## src/rtl/rv32_pkg.sv

```systemverilog
// Shared RV32I encoding constants and enums for the integer execution unit.
package rv32_pkg;

    localparam logic [6:0] OPC_OP     = 7'b0110011;
    localparam logic [6:0] OPC_OP_IMM = 7'b0010011;
    localparam logic [6:0] OPC_LUI    = 7'b0110111;

    localparam logic [2:0] F3_ADD_SUB = 3'b000;
    localparam logic [2:0] F3_SLL     = 3'b001;
    localparam logic [2:0] F3_SLT     = 3'b010;
    localparam logic [2:0] F3_SLTU    = 3'b011;
    localparam logic [2:0] F3_XOR     = 3'b100;
    localparam logic [2:0] F3_SRL_SRA = 3'b101;
    localparam logic [2:0] F3_OR      = 3'b110;
    localparam logic [2:0] F3_AND     = 3'b111;

    localparam logic [6:0] F7_BASE = 7'b0000000;
    localparam logic [6:0] F7_ALT  = 7'b0100000;

    typedef enum logic [3:0] {
        ALU_ADD,
        ALU_SUB,
        ALU_SLL,
        ALU_SLT,
        ALU_SLTU,
        ALU_XOR,
        ALU_SRL,
        ALU_SRA,
        ALU_OR,
        ALU_AND,
        ALU_PASS_B
    } alu_op_e;

    typedef enum logic [1:0] {
        ST_IDLE,
        ST_READ,
        ST_EXEC,
        ST_WB
    } exec_state_e;

endpackage

```

## src/rtl/alu_core.sv

```systemverilog
// Purely combinational RV32I ALU; shifts use only the low 5 bits of b.
module alu_core
    import rv32_pkg::*;
(
    input  alu_op_e     op,
    input  logic [31:0] a,
    input  logic [31:0] b,
    output logic [31:0] y
);

    always_comb begin
        y = 32'h0;
        case (op)
            ALU_ADD:    y = a + b;
            ALU_SUB:    y = a - b;
            ALU_SLL:    y = a << b[4:0];
            ALU_SLT:    y = {31'b0, $signed(a) < $signed(b)};
            ALU_SLTU:   y = {31'b0, a < b};
            ALU_XOR:    y = a ^ b;
            ALU_SRL:    y = a >> b[4:0];
            ALU_SRA:    y = $unsigned($signed(a) >>> b[4:0]);
            ALU_OR:     y = a | b;
            ALU_AND:    y = a & b;
            ALU_PASS_B: y = b;
            default:    y = 32'h0;
        endcase
    end

endmodule

```

## src/rtl/alu_exec_unit.sv

```systemverilog
// Four-state (IDLE/READ/EXEC/WB) RV32I OP/OP-IMM/LUI execution unit that
// initiates register-file reads and the single-cycle write-back strobe.
module alu_exec_unit
    import rv32_pkg::*;
(
    input  logic        clk,
    input  logic        rst_n,
    input  logic        instr_valid,
    output logic        instr_ready,
    input  logic [31:0] instr,
    output logic [4:0]  reg_rs1_select,
    output logic [4:0]  reg_rs2_select,
    input  logic [31:0] reg_rs1,
    input  logic [31:0] reg_rs2,
    output logic        reg_rd_valid,
    output logic [4:0]  reg_rd_select,
    output logic [31:0] reg_rd,
    output logic        done,
    output logic        illegal
);

    exec_state_e state_reg, state_next;
    logic [31:0] instr_q, op_a, op_b, result_q;
    logic        illegal_q;

    alu_op_e     alu_op;
    logic [31:0] alu_b, alu_y;
    logic        dec_illegal;

    logic [6:0] opcode, funct7;
    logic [2:0] funct3;
    logic [31:0] imm_i, imm_u;

    assign opcode = instr_q[6:0];
    assign funct3 = instr_q[14:12];
    assign funct7 = instr_q[31:25];
    assign imm_i  = {{20{instr_q[31]}}, instr_q[31:20]};
    assign imm_u  = {instr_q[31:12], 12'h0};

    always_ff @(posedge clk or negedge rst_n) begin
        if (!rst_n) state_reg <= ST_IDLE;
        else        state_reg <= state_next;
    end

    always_comb begin
        state_next = state_reg;
        case (state_reg)
            ST_IDLE: if (instr_valid) state_next = ST_READ;
            ST_READ: state_next = ST_EXEC;
            ST_EXEC: state_next = ST_WB;
            ST_WB:   state_next = ST_IDLE;
            default: state_next = ST_IDLE;
        endcase
    end

    // Write-back strobes are decoded from state only, never from instr/instr_valid.
    always_comb begin
        instr_ready  = (state_reg == ST_IDLE);
        done         = (state_reg == ST_WB);
        illegal      = (state_reg == ST_WB) && illegal_q;
        reg_rd_valid = (state_reg == ST_WB) && !illegal_q && (instr_q[11:7] != 5'd0);
    end

    assign reg_rs1_select = instr_q[19:15];
    assign reg_rs2_select = instr_q[24:20];
    assign reg_rd_select  = instr_q[11:7];
    assign reg_rd         = result_q;

    always_ff @(posedge clk or negedge rst_n) begin
        if (!rst_n) begin
            instr_q   <= 32'h0;
            op_a      <= 32'h0;
            op_b      <= 32'h0;
            result_q  <= 32'h0;
            illegal_q <= 1'b0;
        end else begin
            case (state_reg)
                ST_IDLE: if (instr_valid) instr_q <= instr;
                ST_READ: begin
                    op_a <= reg_rs1;
                    op_b <= reg_rs2;
                end
                ST_EXEC: begin
                    result_q  <= alu_y;
                    illegal_q <= dec_illegal;
                end
                default: ;
            endcase
        end
    end

    always_comb begin
        alu_op      = ALU_ADD;
        alu_b       = op_b;
        dec_illegal = 1'b0;
        case (opcode)
            OPC_OP: begin
                if (funct7 == F7_BASE) begin
                    case (funct3)
                        F3_ADD_SUB: alu_op = ALU_ADD;
                        F3_SLL:     alu_op = ALU_SLL;
                        F3_SLT:     alu_op = ALU_SLT;
                        F3_SLTU:    alu_op = ALU_SLTU;
                        F3_XOR:     alu_op = ALU_XOR;
                        F3_SRL_SRA: alu_op = ALU_SRL;
                        F3_OR:      alu_op = ALU_OR;
                        default:    alu_op = ALU_AND;
                    endcase
                end else if (funct7 == F7_ALT && funct3 == F3_ADD_SUB) begin
                    alu_op = ALU_SUB;
                end else if (funct7 == F7_ALT && funct3 == F3_SRL_SRA) begin
                    alu_op = ALU_SRA;
                end else begin
                    dec_illegal = 1'b1;
                end
            end
            OPC_OP_IMM: begin
                // Shift-immediate amount is instr[24:20], i.e. imm_i[4:0].
                alu_b = imm_i;
                case (funct3)
                    F3_ADD_SUB: alu_op = ALU_ADD;
                    F3_SLT:     alu_op = ALU_SLT;
                    F3_SLTU:    alu_op = ALU_SLTU;
                    F3_XOR:     alu_op = ALU_XOR;
                    F3_OR:      alu_op = ALU_OR;
                    F3_AND:     alu_op = ALU_AND;
                    F3_SLL: begin
                        alu_op      = ALU_SLL;
                        dec_illegal = (funct7 != F7_BASE);
                    end
                    default: begin
                        if (funct7 == F7_BASE)     alu_op = ALU_SRL;
                        else if (funct7 == F7_ALT) alu_op = ALU_SRA;
                        else                       dec_illegal = 1'b1;
                    end
                endcase
            end
            OPC_LUI: begin
                alu_op = ALU_PASS_B;
                alu_b  = imm_u;
            end
            default: dec_illegal = 1'b1;
        endcase
    end

    alu_core u_alu_core (
        .op (alu_op),
        .a  (op_a),
        .b  (alu_b),
        .y  (alu_y)
    );

endmodule
```

## config.mk

```make
export PLATFORM = sky130hd
export DESIGN_NAME = alu_exec_unit
export DESIGN_NICKNAME = d
export VERILOG_FILES = /design/src/rtl/rv32_pkg.sv /design/src/rtl/alu_core.sv /design/src/rtl/alu_exec_unit.sv
export SDC_FILE = /design/constraint.sdc
export NUM_CORES = 1
export LEC_CHECK = 0
export ABC_AREA = 1
export CAP_MARGIN = 40
export CORE_MARGIN = 3
export CORE_UTILIZATION = 45
export CTS_CLUSTER_DIAMETER = 200
export DETAILED_ROUTE_END_ITERATION = 6
export DONT_BUFFER_PORTS = 1
export RECOVER_POWER = 50
export SETUP_SLACK_MARGIN = 0.15
export SYNTH_ARGS = -nofsm -noshare
export SYNTH_HDL_FRONTEND = slang
export SYNTH_HIERARCHICAL = 1
export SYNTH_SLANG_ARGS = --single-unit
```

## constraint.sdc

```tcl
create_clock -name clk -period 3.8 [get_ports clk]
set_input_delay 0.38 -clock clk [delete_from_list [all_inputs] [get_ports clk]]
set_output_delay 0.38 -clock clk [all_outputs]
set_load 0.02 [all_outputs]
```

Yosys cells after proc, flatten, opt, wreduce, memory -nomap -nowiden
Index checks and enable logic that the tools add are counted.
{"block": "classes", "n_shift": 3, "bitwise": 3, "n_eq_ne": 25, "n_addsub": 2, "muxes": 19, "n_lt_le_gt_ge": 2, "reduce_logical": 14}
{"op": "$pmux W32 S11", "count": 1}
{"op": "$lt A32 B32 Y1", "count": 2}
{"op": "$pmux W32 S2", "count": 1}
{"op": "$pmux W4 S7", "count": 2}
{"op": "$add A32 B32 Y32", "count": 1}
{"op": "$and A32 B32 Y32", "count": 1}
{"op": "$or A32 B32 Y32", "count": 1}
{"op": "$shl A32 B5 Y32", "count": 1}
{"op": "$shr A32 B5 Y32", "count": 1}
{"op": "$sshr A32 B5 Y32", "count": 1}
{"op": "$sub A32 B32 Y32", "count": 1}
{"op": "$xor A32 B32 Y32", "count": 1}
{"op": "$eq A7 B6 Y1 const B", "count": 3}
{"op": "$eq A4 B3 Y1 const B", "count": 4}
{"op": "$eq A3 B3 Y1 const B", "count": 4}
{"op": "$eq A4 B4 Y1 const B", "count": 3}
{"op": "$mux W3", "count": 4}
{"op": "$pmux W4 S3", "count": 1}
{"op": "$eq A4 B2 Y1 const B", "count": 2}
{"op": "$pmux W2 S4", "count": 1}
{"op": "$eq A7 B5 Y1 const B", "count": 1}
{"op": "$logic_not A7 Y1", "count": 1}
{"op": "$reduce_bool A7 Y1", "count": 1}
{"op": "$eq A3 B2 Y1 const B", "count": 2}
{"op": "other kinds (18)", "count": 27}
{"block": "word_totals", "output_inout_bits": 51, "register_bits": 131, "inputBits": 99, "elab_cells": 74}

Longest topological paths before layout
Gate-level depths: netlist of the first run.
{"block": "depth", "ltp_word": 8, "ltp_mapped": 26, "mapped_depth_nobuf": 22}

By module
The synthesis of the first run kept the hierarchy.
{"mod": "alu_core", "cells_per_inst": 2203, "area_per_inst_um2": 10415.0, "seq_area_each_um2": 0.0, "n_inst": 1}
{"mod": "alu_exec_unit", "cells_per_inst": 521, "area_per_inst_um2": 5806.8, "seq_area_each_um2": 3278.1, "n_inst": 1}

Worst setup path before layout of the first run
Ideal clock, no wire load.
{"block": "synth_timing", "path_kind": "register to register", "from": "register instr_q[6]", "to": "register result_q[0], in the netlist reg_rd[0]", "path_slack_ns": 0.422, "n_path_buf": 5, "required_ns": 3.675, "synth_period_minus_slack_ns": 3.378, "setup_time_ns": 0.125, "arrival_time_ns": 3.253, "path_stages_with_launch": 27, "cell_sequence": "dfrtp_1 -> inv_1 -> nand2_1 -> nor2_2 -> nand2_4 -> nand2_8 -> buf_6 -> o22ai_1 -> buf_2 -> inv_2 -> buf_2 -> buf_1 -> ha_1 -> buf_2 -> nor2_1 -> nand2_1 -> nand3_1 -> nand2_1 -> nand2_1 -> nand2_1 -> nand2_1 -> nand2_1 -> nand2_1 -> nor2_1 -> nor2_1 -> nand2_1 -> mux2_2"}
{"block": "synth_via", "elab_chain_cells": 4, "elab_cells_between_ends": 27, "cone_classes": "add/sub: 2; order compare: 2; eq/ne: 13; shift: 3; mux: 3; bitwise: 3; reduce/logical: 1"}
{"item": "start: declaration", "line_no": "alu_exec_unit.sv:23", "source": "logic [31:0] instr_q, op_a, op_b, result_q;"}
{"item": "start signal: assignment", "line_no": "alu_exec_unit.sv:78", "source": "ST_IDLE: if (instr_valid) instr_q <= instr;"}
{"item": "$eq A7 B6 Y1 or $eq A7 B5 Y1 (tied branches)", "line_no": "alu_exec_unit.sv:96", "source": "case (opcode)"}
{"item": "$pmux W32 S2 (*)", "line_no": "alu_exec_unit.sv:96"}
{"item": "net alu_b[3]", "line_no": "alu_exec_unit.sv:27", "source": "logic [31:0] alu_b, alu_y;"}
{"item": "$lt A32 B32 Y1 (tied with other cells)", "line_no": "alu_core.sv:18", "source": "ALU_SLTU: y = {31'b0, a < b};"}
{"item": "$pmux W32 S11 (*)", "line_no": "alu_core.sv:13", "source": "case (op)"}
{"item": "net alu_y[0]", "line_no": "alu_exec_unit.sv:27"}
{"item": "end signal: assignment", "line_no": "alu_exec_unit.sv:84", "source": "result_q <= alu_y;"}
{"item": "end: declaration", "line_no": "alu_exec_unit.sv:23"}
The timed path passes the listed nets; every way through them passes the cells marked *.
A chain may end at the register's enable or synchronous reset.

Worst setup path in the final report of the first run
{"block": "layout_timing", "from": "register instr_q[5]", "to": "register result_q[29], in the netlist reg_rd[29]"}
{"block": "layout_via", "elab_chain_cells": 4, "elab_cells_between_ends": 25, "cone_classes": "add/sub: 2; eq/ne: 13; shift: 3; mux: 3; bitwise: 3; reduce/logical: 1"}
{"item": "$eq A7 B6 Y1 or $eq A7 B5 Y1 (tied branches)", "line_no": "alu_exec_unit.sv:96"}
{"item": "$pmux W32 S2 (*)", "line_no": "alu_exec_unit.sv:96"}
{"item": "net alu_b[27]", "line_no": "alu_exec_unit.sv:27"}
{"item": "$sub A32 B32 Y32 or $add A32 B32 Y32 (tied branches)", "line_no": "alu_core.sv:15, alu_core.sv:14"}
{"item": "$pmux W32 S11 (*)", "line_no": "alu_core.sv:13"}
{"item": "net alu_y[29]", "line_no": "alu_exec_unit.sv:27"}
Marks and branches as above.

==> results_dict.tcl, run 1 <==
set metrics [dict create \
    status "finished, violations left" \
    violations "DRC, capacitance limit, slew limit" \
    cts_root_buf "clkbuf_16" \
    fp.coreArea_sq_um 35100 \
    io_buffer_count 0 \
    fin_crit_sh_pct 93.2 \
    syn2layout_area_growth_pct 14.9 \
    first_iter_violations 2499 \
    drt_wl_total_mm 77.0 \
    async_reset_ff_share_pct 100 \
    synth.distinct_cells 47 \
    synth_top_area_share_pct 20.2 \
    cts_tree "built" \
    end_kind "flop" \
    timing.rr.end "reg_rd[29]" \
    min-delay-start "reg_rs2[30]" \
    grt_use_total_pct 39.2 \
    required_ns 4.14 \
    fin_worst_hold_slack_ns 0.0496 \
    rows 68 \
    fin_nets 2993 \
    antenna_cells 0 \
    worstHoldEndpoint "op_b[30]" \
    multi_input_area_sq_um 11200 \
    finalSetupTns_ns 0 \
    postSynthAreaPerCell_sq_um 5.96 \
    synthTopCellsByArea "dfrtp_1 20%, nand2_1 19%, nand3_1 13%, inv_1 8.8%, ha_1 8.0%" \
    fin_cells 3255 \
    reg2reg_setup_slack_ns 0.26 \
    yosysTopAreaCell "dfrtp_1" \
    die_area_sq_um 38400 \
    initial_utilization_pct 46.3 \
    antenna_found_initial 1 \
    synth.most_common_cell "nand2_1" \
    start_kind "flop" \
    synthFlopType "dfrtp_1" \
    clkTransAtPathRegs_ns 0.07 \
    fillCellCount 3670 \
    relSlewSlack_pct -29.2 \
    grt_pass1_wl_mm 113 \
    rsz0062_at_grt "yes" \
    netlist_area_sq_um 16200 \
    synth_fp_nets 2929 \
    fmax_ghz 0.282 \
    worstSetupPathType "flop to flop" \
    ys_ff_latch 131 \
    crit_fanout 16 \
    cts_inserted_buffers 17 \
    detail_route.first_pass.iterations 7 \
    drv_slew 132 \
    ant_nets 0 \
    die_h_um 196 \
    io_pins 150 \
    ys_warn_count 6 \
    r2r_cells 17 \
    fin_crit_ns 3.54 \
    synth_edf_count 0 \
    clock_skew_ns 0.0200 \
    hold_viol_final 0 \
    grt_pass1_vias 17900 \
    synth_commonest_cells "819 x nand2_1, 428 x nand3_1, 379 x inv_1" \
    hpwl_mm 61.8 \
    regArea_sq_um 3280 \
    worstMarginPinSlew_ns 1.94 \
    grt-ovfl-total 0 \
    cts_buffer_depth 2 \
    cts_max_level 4 \
    drc 4 \
    syn_inst 2724 \
    clock_latency_ns 0.46 \
    grt_max_degree 132 \
    critPathArrivalTime_ns 3.88 \
    num_vias 19000 \
    fp.dieW_um 196 \
    setup-violations-final 0 \
    avgViaCountPerCell 5.85 \
    max-cap-violations 1 \
    place.gp.congestion 1.06 \
    cts.sinks 131 \
    dpl.cell_count 3204 \
    yosysSeqAreaShare_pct 20.2 \
    r2r_start "instr_q[5]" \
    post-route-util_pct 53.2 \
    routedWlPerCell_um 23.7 \
    drive_gt1_share_pct 14.8 \
    hold_path_class "primary input to flop" \
    holdPathStages 2 \
]
==> layout make-up <==
cell class              instances  area share, %
flip-flops and latches        131           17.6
inverters                     385           7.75
repair buffers                188           8.42
clock inverters                14           1.04
multi-input cells            2065           59.9
well taps                     455           3.05
clock buffers                  17           2.28
==> worst max path at each step <==
stage,start,to,slack [ns],depth (start not counted)
after floorplan,instr_q[6],reg_rd[0],0.42,26
after global placement,instr_q[6],reg_rd[0],0.07,20
after detailed placement,instr_q[6],reg_rd[0],0.003,20
after CTS,instr_q[1],reg_rd[0],0.12,18
after global routing,instr_q[5],reg_rd[29],0.06,17
final,instr_q[5],reg_rd[29],0.26,17
==> per-stage QoR <==
stage	setup slack, ns	instance area, sq um
4_1_cts	0.116	18200
3_5_place_dp	0.00330	17500
3_3_place_gp	0.0668	17400
6_report	0.258	18600
2_1_floorplan	0.422	16200
5_1_grt	0.0599	18600
==> metal layers <==
layer	vias to the layer above	track usage (%)	routed length [um]	part of all wire, %
met3	194	7.75	7780	10
li1	8908	-	-	-
met4	2	21.5	5080	6.6
met5	-	0	13	0.017
met2	1170	60.3	33200	43
met1	8753	51.7	30900	40
==> cells in the final DEF (no fill, tap or decap), types with 11 or more instances in the layout <==
cell and count:
and2_1 14, mux2_2 79, dfrtp_1 131, o211ai_1 26, a21oi_1 82, nand4_1 28, ha_2 15, clkbuf_16 17
nand2_1 810, buf_4 174, ha_4 11, nand2_2 14, o21ai_0 98, nor2_2 25, inv_1 375, ha_1 78
nor3_1 22, nor2_1 217, o22ai_1 38, nand3_1 419
==> logic make-up (layout without fill, tap and decap cells) <==
logic type                 Yosys count  after routing  share of synthesized area, %
buffers and inverters              530            604                          13.8
adders and majority gates          106            106                          8.27
AOI/OAI and AO/OA                  295            295                          10.5
muxes                               79             79                          5.48
and+or+nand+nor                   1581           1583                          41.6
DFF                                131            131                          20.2
xor gates and xnor gates             2              2                         0.108
==> worst max-delay path, cell delays in order (launching register included) <==
cell	delay [ns]
dfrtp_1	0.42
nand2_1	0.10
nor2_2	0.06
nand2_4	0.19
nand2_4	0.20
o221ai_1	0.35
inv_1	0.15
ha_2	0.50
inv_1	0.17
nand2_1	0.18
nor2_1	0.07
nor2_1	0.14
nand2_1	0.07
a21oi_1	0.27
nand3_1	0.12
nand3_1	0.10
nand3_1	0.07
mux2_2	0.26
==> repair_timing <==
action                                 in CTS  in global routing
hold buffers                                2                  0
setup endpoints to repair                   9                 29
gates resized for setup                     6                 84
cloned                                      0                  2
endpoints found under the hold margin     131                  0
setup buffers                               2                 14
pin swaps                                   2                 11
Power of run 1 is left out: the tool's default activity adds up to more than one toggle a clock period on the data nets, which glitch-free logic cannot reach.
==> run 2: changes to the inputs <==
--- a/config.mk
+++ b/config.mk
@@ -5,15 +5,17 @@
 export SDC_FILE = /design/constraint.sdc
 export NUM_CORES = 1
 export LEC_CHECK = 0
-export ABC_AREA = 1
 export CAP_MARGIN = 40
+export CELL_PAD_IN_SITES_DETAIL_PLACEMENT = 1
+export CELL_PAD_IN_SITES_GLOBAL_PLACEMENT = 1
 export CORE_MARGIN = 3
 export CORE_UTILIZATION = 45
 export CTS_CLUSTER_DIAMETER = 200
 export DETAILED_ROUTE_END_ITERATION = 6
 export DONT_BUFFER_PORTS = 1
+export PLACE_DENSITY_LB_ADDON = 0.1
 export RECOVER_POWER = 50
-export SETUP_SLACK_MARGIN = 0.15
+export SETUP_SLACK_MARGIN = 0.02
 export SYNTH_ARGS = -nofsm -noshare
 export SYNTH_HDL_FRONTEND = slang
 export SYNTH_HIERARCHICAL = 1
==> results_dict.tcl, run 2 <==
set metrics [dict create \
    dpl_cell_area_sq_um 19700 \
    initial_utilization_pct 45.8 \
    status "stopped before the end" \
    hpwl_mm 68.5 \
    postSynthAreaPerCell_sq_um 8.09 \
    grt_pass1_vias 25700 \
    synth_commonest_cells "191 x nor2_1, 161 x a21oi_1, 155 x nand2_1" \
    cts_root_buf "clkbuf_16" \
    cts_buffer_depth 2 \
    haltStage "5_1_grt" \
    grt_max_degree 132 \
    yosysSeqAreaShare_pct 21.9 \
    rows 66 \
    cts.sinks 131 \
    async_reset_ff_share_pct 100 \
    error_line "[ERROR GRT-0116] Global routing finished with congestion. Check the congestion regions in the DRC Viewer." \
    yosysTopAreaCell "dfrtp_1" \
    synth.most_common_cell "nor2_1" \
    ys_ff_latch 131 \
    fp.dieW_um 188 \
    grt-ovfl-total 48 \
    synthFlopType "dfrtp_1" \
    io_buffer_count 0 \
    synthTopCellsByArea "dfrtp_1 22%, mux2_2 10%, ha_1 8.7%, a21oi_1 5.4%, nor2_1 4.8%" \
    syn_inst 1850 \
    synth_top_area_share_pct 21.9 \
    synth.distinct_cells 87 \
    die_h_um 188 \
    grt_pass1_wl_mm 181 \
    netlist_area_sq_um 15000 \
    synth_edf_count 0 \
    place.gp.congestion 1.11 \
    io_pins 150 \
    synth_fp_nets 2055 \
    ys_warn_count 6 \
    grt_use_total_pct 68.8 \
    cts_max_level 4 \
    place_ws_ns -1.26 \
    cts_inserted_buffers 17 \
]
[run 2: cell count changes after synthesis, sizes merged, moves of 27 or more]
cell and delta:
mux4 +27, nand2 -673, nand3 -398, a21oi +74
mux2i +62, a221o +33, nor2 -55, inv -270
buf -40, mux2 +60, a211oi +28, clkbuf +54
[run 2: kinds of logic after synthesis]
family / Yosys count / synth area share (%)
AND/OR/NAND/NOR: 512 / 15.4
multiplexers: 228 / 18.7
adder cells (fa/ha/maj): 106 / 8.96
flip-flops: 131 / 21.9
XOR/XNOR: 4 / 0.234
AO/OA/AOI/OAI: 594 / 27.0
buffers and inverters: 275 / 7.82
[run 2: layer usage]
layer  overflow  global-route usage, %
met1          0                   68.5
met2         20                   90.2
met3          1                   47.3
met4         27                   71.5
met5          0                   8.10
[run 2: repair_timing]
item / CTS
gates resized for setup: 357
setup buffers: 72
pin swaps: 78
endpoints found under the setup margin: 32
hold buffers: 2
hold endpoints to repair: 131
cloned: 8
[run 2: through the flow]
stage	hold slack (ns)	std cells
detailed placement	0.0879	2733
CTS	0.0227	2844
floorplan	0.0844	1850
global placement	0.0870	2732
==> run 3: changes to the inputs <==
==> config.mk (replaced) <==
export PLATFORM = sky130hd
export DESIGN_NAME = alu_exec_unit
export DESIGN_NICKNAME = d
export VERILOG_FILES = /design/src/rtl/rv32_pkg.sv /design/src/rtl/alu_core.sv /design/src/rtl/alu_exec_unit.sv
export SDC_FILE = /design/constraint.sdc
export NUM_CORES = 1
export LEC_CHECK = 0
export CAP_MARGIN = 40
export CORE_MARGIN = 3
export CORE_UTILIZATION = 30
export DETAILED_ROUTE_END_ITERATION = 6
export DONT_BUFFER_PORTS = 1
export PLACE_DENSITY_LB_ADDON = 0.15
export RECOVER_POWER = 50
export SYNTH_ARGS = -nofsm -noshare
export SYNTH_HDL_FRONTEND = slang
export SYNTH_HIERARCHICAL = 1
export SYNTH_SLANG_ARGS = --single-unit
==> results_dict.tcl, run 3 <==
set metrics [dict create \
    status "finished, violations left" \
    violations "DRC, capacitance limit, slew limit, setup timing" \
    cts_max_level 4 \
    finalSetupTns_ns -8.93 \
    io_pins 150 \
    netlist_area_sq_um 15000 \
    synth_top_area_share_pct 21.9 \
    drv_slew 132 \
    drc 16 \
    clkTransAtPathRegs_ns 0.06 \
    timing.rr.end "reg_rd[15]" \
    cts_root_buf "clkbuf_16" \
    crit_fanout 7 \
    synthTopCellsByArea "dfrtp_1 22%, mux2_2 10%, ha_1 8.7%, a21oi_1 5.4%, nor2_1 4.8%" \
    fp.dieW_um 229 \
    relSlewSlack_pct -28.7 \
    r2r_start "instr_q[3]" \
    hold_path_class "primary input to flop" \
    min-delay-start "instr[6]" \
    post-route-util_pct 48.7 \
    grt_pass1_wl_mm 121 \
    worstHoldEndpoint "instr_q[6]" \
    layout_common_cells "611 x buf_4, 168 x nor2_1, 142 x nand2_1" \
    antenna_found_initial 2 \
    use_met1_pct 36.8 \
    die_area_sq_um 52600 \
    clock_skew_ns 0.0124 \
    reg2reg_setup_slack_ns -0.53 \
    yosysTopAreaCell "dfrtp_1" \
    use_met2_pct 53.7 \
    fin_nets 2649 \
    fillCellCount 4812 \
    avgViaCountPerCell 5.68 \
    cts_inserted_buffers 17 \
    required_ns 4.17 \
    ant_nets 0 \
    cts.sinks 131 \
    globalRouteMet3Util_pct 5.70 \
    syn_inst 1850 \
    fin_crit_sh_pct 114 \
    place.gp.congestion 1.02 \
    fmax_ghz 0.231 \
    regArea_sq_um 3280 \
    grt_max_degree 132 \
    cts_tree "built" \
    grt_busiest_layer "met2" \
    rows 81 \
    initial_utilization_pct 30.5 \
    max-cap-violations 1 \
    routedWlPerCell_um 27.2 \
    clock_latency_ns 0.49 \
    synth.most_common_cell "nor2_1" \
    grt_pass1_vias 17900 \
    async_reset_ff_share_pct 100 \
    fin_ws_ns -0.532 \
    die_h_um 229 \
    detail_route.first_pass.iterations 7 \
    fin_crit_ns 4.33 \
    worstMarginPinSlew_ns 1.93 \
    fin_cells 3122 \
    start_kind "flop" \
    ys_warn_count 6 \
    cts_buffer_depth 2 \
    syn2layout_area_growth_pct 59.8 \
    drt_wl_total_mm 84.8 \
    grt_use_total_pct 31.3 \
    synth.distinct_cells 87 \
    r2r_cells 21 \
    holdPathStages 1 \
    rsz0062_at_grt "yes" \
    worstSetupPathType "flop to flop" \
    synth_fp_nets 2055 \
    setup-violations-final 29 \
    num_vias 17700 \
    end_kind "flop" \
    postSynthAreaPerCell_sq_um 8.09 \
    multi_input_area_sq_um 12500 \
    grt-ovfl-total 0 \
    fp.coreArea_sq_um 49200 \
    ys_ff_latch 131 \
    dpl.cell_count 2982 \
    io_buffer_count 0 \
    drive_gt1_share_pct 48.1 \
    synth_edf_count 0 \
    hold_viol_final 0 \
    critPathArrivalTime_ns 4.70 \
    layout_commonest_cell "buf_4" \
    yosysSeqAreaShare_pct 21.9 \
    synthFlopType "dfrtp_1" \
    synth_commonest_cells "191 x nor2_1, 161 x a21oi_1, 155 x nand2_1" \
    hpwl_mm 67.2 \
    first_iter_violations 1604 \
]
-- run 3: cell counts after synthesis --
No cell type changed its count.
-- run 3: layer usage --
layer  up-vias  share of wire [%]
li1       8039                  -
met1      8796                 39
met2       726                 48
met3       178                5.9
met4         0                6.3
met5         -                  0
-- run 3: cell type report --
type                            count  area share, %
Timing Repair Buffer              734           26.1
Sequential cell                   131           13.7
Clock inverter                     13          0.623
Antenna cell                        1         0.0105
Inverter                          116           1.90
Clock buffer                       19           1.89
Tap cell                          664           3.47
Multi-Input combinational cell   1444           52.3
-- run 3: cell families after synthesis --
group / share of synthesized area, %
fa+ha+maj: 8.96
xor+xnor: 0.234
simple gates: 15.4
compound gates: 27.0
flops: 21.9
buf+inv: 7.82
mux: 18.7
-- run 3: repair_timing --
item | CTS | global route
setup buffers | 54 | 29
endpoints found under the hold margin | 164 | 0
gates cloned | 4 | 2
pin swaps | 84 | 108
gates resized for setup | 290 | 162
endpoints found under the setup margin | 32 | 32
hold buffers | 35 | 0
-- run 3: stage by stage --
stage	area, sq um	setup WS [ns]	hold WS, ns
2_1_floorplan	15200	-0.468	0.0844
3_3_place_gp	20200	-1.05	0.0918
3_5_place_dp	20200	-1.14	0.0922
4_1_cts	23000	-0.542	0.000141
5_1_grt	23900	-0.654	0.0164
6_report	23900	-0.532	0.0368
-- run 3: worst max path at each step --
stage,startpoint,to,slack [ns],cells after the start
floorplan,instr_q[3],reg_rd[27],-0.47,22
global placement,instr_q[3],reg_rd[15],-1.05,22
detailed placement,instr_q[3],reg_rd[15],-1.14,22
CTS,instr_q[6],reg_rd[0],-0.54,21
global route,instr_q[3],reg_rd[27],-0.65,18
finish,instr_q[3],reg_rd[15],-0.53,21
-- run 3: critical path, stage by stage, from the launching register on --
cell and delay [ns]:
dfrtp_1 0.39, and4bb_1 0.33, and3_4 0.22, buf_6 0.12, buf_16 0.12, nand2_2 0.07
o21ai_4 0.14, inv_4 0.08, ha_4 0.23, o21ai_1 0.36, nor3_2 0.09, o21ai_1 0.20
buf_4 0.16, a2111oi_4 0.07, buf_4 0.15, or3_1 0.34, a21oi_1 0.23, o22ai_1 0.12
o21bai_1 0.20, buf_4 0.17, o2111ai_4 0.13, mux2_2 0.29
Power of run 3 is left out for the same reason.
==> run 4: changes to the inputs <==
--- a/config.mk
+++ b/config.mk
@@ -12,6 +12,7 @@
 export DONT_BUFFER_PORTS = 1
 export PLACE_DENSITY_LB_ADDON = 0.15
 export RECOVER_POWER = 50
+export SETUP_SLACK_MARGIN = 0.05
 export SYNTH_ARGS = -nofsm -noshare
 export SYNTH_HDL_FRONTEND = slang
 export SYNTH_HIERARCHICAL = 1
==> results_dict.tcl, run 4 (synthesis results as in run 3) <==
set metrics [dict create \
    status "finished, violations left" \
    violations "capacitance limit, slew limit, setup timing" \
    fin_crit_ns 4.41 \
    min-delay-start "reg_rs1[22]" \
    grt_pass1_wl_mm 121 \
    cts.sinks 131 \
    cts_inserted_buffers 17 \
    postLayoutCellArea_sq_um 23000 \
    critPathArrivalTime_ns 4.76 \
    avgViaCountPerCell 5.74 \
    io_pins 150 \
    rsz0062_at_grt "yes" \
    fp.dieW_um 229 \
    fin_ws_ns -0.608 \
    hpwl_mm 66.6 \
    grt_max_degree 132 \
    max-cap-violations 1 \
    drc 0 \
    setup-violations-final 30 \
    clock_latency_ns 0.48 \
    routedWlPerCell_um 27.0 \
    grt_use_total_pct 31.1 \
    worstSetupPathType "flop to flop" \
    io_buffer_count 0 \
    r2r_start "instr_q[6]" \
    reg2reg_setup_slack_ns -0.61 \
    die_area_sq_um 52600 \
    fmax_ghz 0.227 \
    crit_fanout 12 \
    drt_wl_total_mm 83.6 \
    fp.coreArea_sq_um 49200 \
    worstSetupStartpoint "instr_q[6]" \
    clkTransAtPathRegs_ns 0.07 \
    initial_utilization_pct 30.5 \
    relSlewSlack_pct -26.7 \
    layout_commonest_cell "buf_4" \
    detail_route.first_pass.iterations 5 \
    cts_max_level 4 \
    dpl_cell_area_sq_um 20400 \
    antenna_found_initial 4 \
    cts_buffer_depth 2 \
    cts_root_buf "clkbuf_16" \
    layout_common_cells "665 x buf_4, 170 x nor2_1, 146 x nand2_1" \
    hold_path_class "primary input to flop" \
    worstMarginPinSlew_ns 1.90 \
    timing.rr.end "reg_rd[24]" \
    drv_slew 132 \
    cts_tree "built" \
    r2r_cells 22 \
    fin_crit_sh_pct 116 \
    ant_nets 0 \
    critPathCapture "reg_rd[24]" \
    grt-ovfl-total 0 \
    grt_pass1_vias 17500 \
    clock_skew_ns 0.0197 \
    num_vias 17800 \
    required_ns 4.15 \
    syn2layout_area_growth_pct 53.7 \
    die_h_um 229 \
    end_kind "flop" \
    fin_nets 2628 \
    drive_gt1_share_pct 47.8 \
    first_iter_violations 1777 \
    hold_viol_final 0 \
    place.gp.congestion 1.09 \
    rows 81 \
    start_kind "flop" \
]
run 4: layer usage:
metal,part of all wire [%],vias to the layer above,global-route usage (%)
met2,47,845,51.4
met1,40,8777,38.9
met3,6.6,174,4.90
met5,0,-,0
li1,-,7991,-
met4,6.4,0,16.9
run 4: area by class of cell:
class	instances	area, sq um
Clock buffer	18	439
Fill cell	4840	26100
Antenna cell	1	2.50
Multi-Input combinational cell	1444	12000
Tap cell	664	831
Sequential cell	131	3280
Clock inverter	14	165
Timing Repair Buffer	713	5800
Inverter	116	448
run 4: metrics by stage:
| step | hold WS [ns] | instances | setup TNS (ns) | utilization, % | worst slack, ns |
|---|---|---|---|---|---|
| final | 0.0454 | 3101 | -9.79 | 46.8 | -0.608 |
| after global routing | 0.0242 | 3101 | -13.47 | 46.8 | -0.730 |
| after CTS | 0.0126 | 3077 | -9.13 | 45.5 | -0.529 |
| after detailed placement | 0.0927 | 3006 | -16.79 | 41.5 | -0.878 |
| after global placement | 0.0920 | 3003 | -15.76 | 41.4 | -0.799 |
| after floorplan | 0.0844 | 1850 | -5.21 | - | -0.468 |
run 4: worst min-delay path by stage:
stage	cells past startpoint	endpoint	slack, ns
3_5_place_dp	0	op_a[7]	0.09
3_3_place_gp	0	reg_rd[4]	0.09
6_report	1	op_a[22]	0.05
2_1_floorplan	0	illegal_q	0.08
5_1_grt	1	op_a[29]	0.02
4_1_cts	1	op_b[18]	0.01
run 4: repair_timing:
action / CTS / global route
endpoints found under the setup margin: 32 / 32
buffers inserted: 31 / 22
pin swaps: 48 / 34
hold buffers: 3 / 0
gates resized for setup: 200 / 124
endpoints found under the hold margin: 132 / 0
cloned: 5 / 1
run 4: worst max-delay path: stages, from the launching register on:
cell and delay [ns]:
dfrtp_1 0.39, and4bb_1 0.34, and3_4 0.21, buf_12 0.14
buf_6 0.13, nand2_1 0.05, o21ai_0 0.09, buf_4 0.20
inv_2 0.06, ha_4 0.24, buf_4 0.14, nor2_2 0.13
nand4_1 0.15, a211oi_2 0.18, a21o_1 0.18, buf_6 0.14
o22ai_4 0.08, buf_4 0.14, o211ai_1 0.18, a21oi_1 0.11
a221o_1 0.33, a2111o_1 0.42, mux2_2 0.27
Power of run 4 is left out for the same reason.
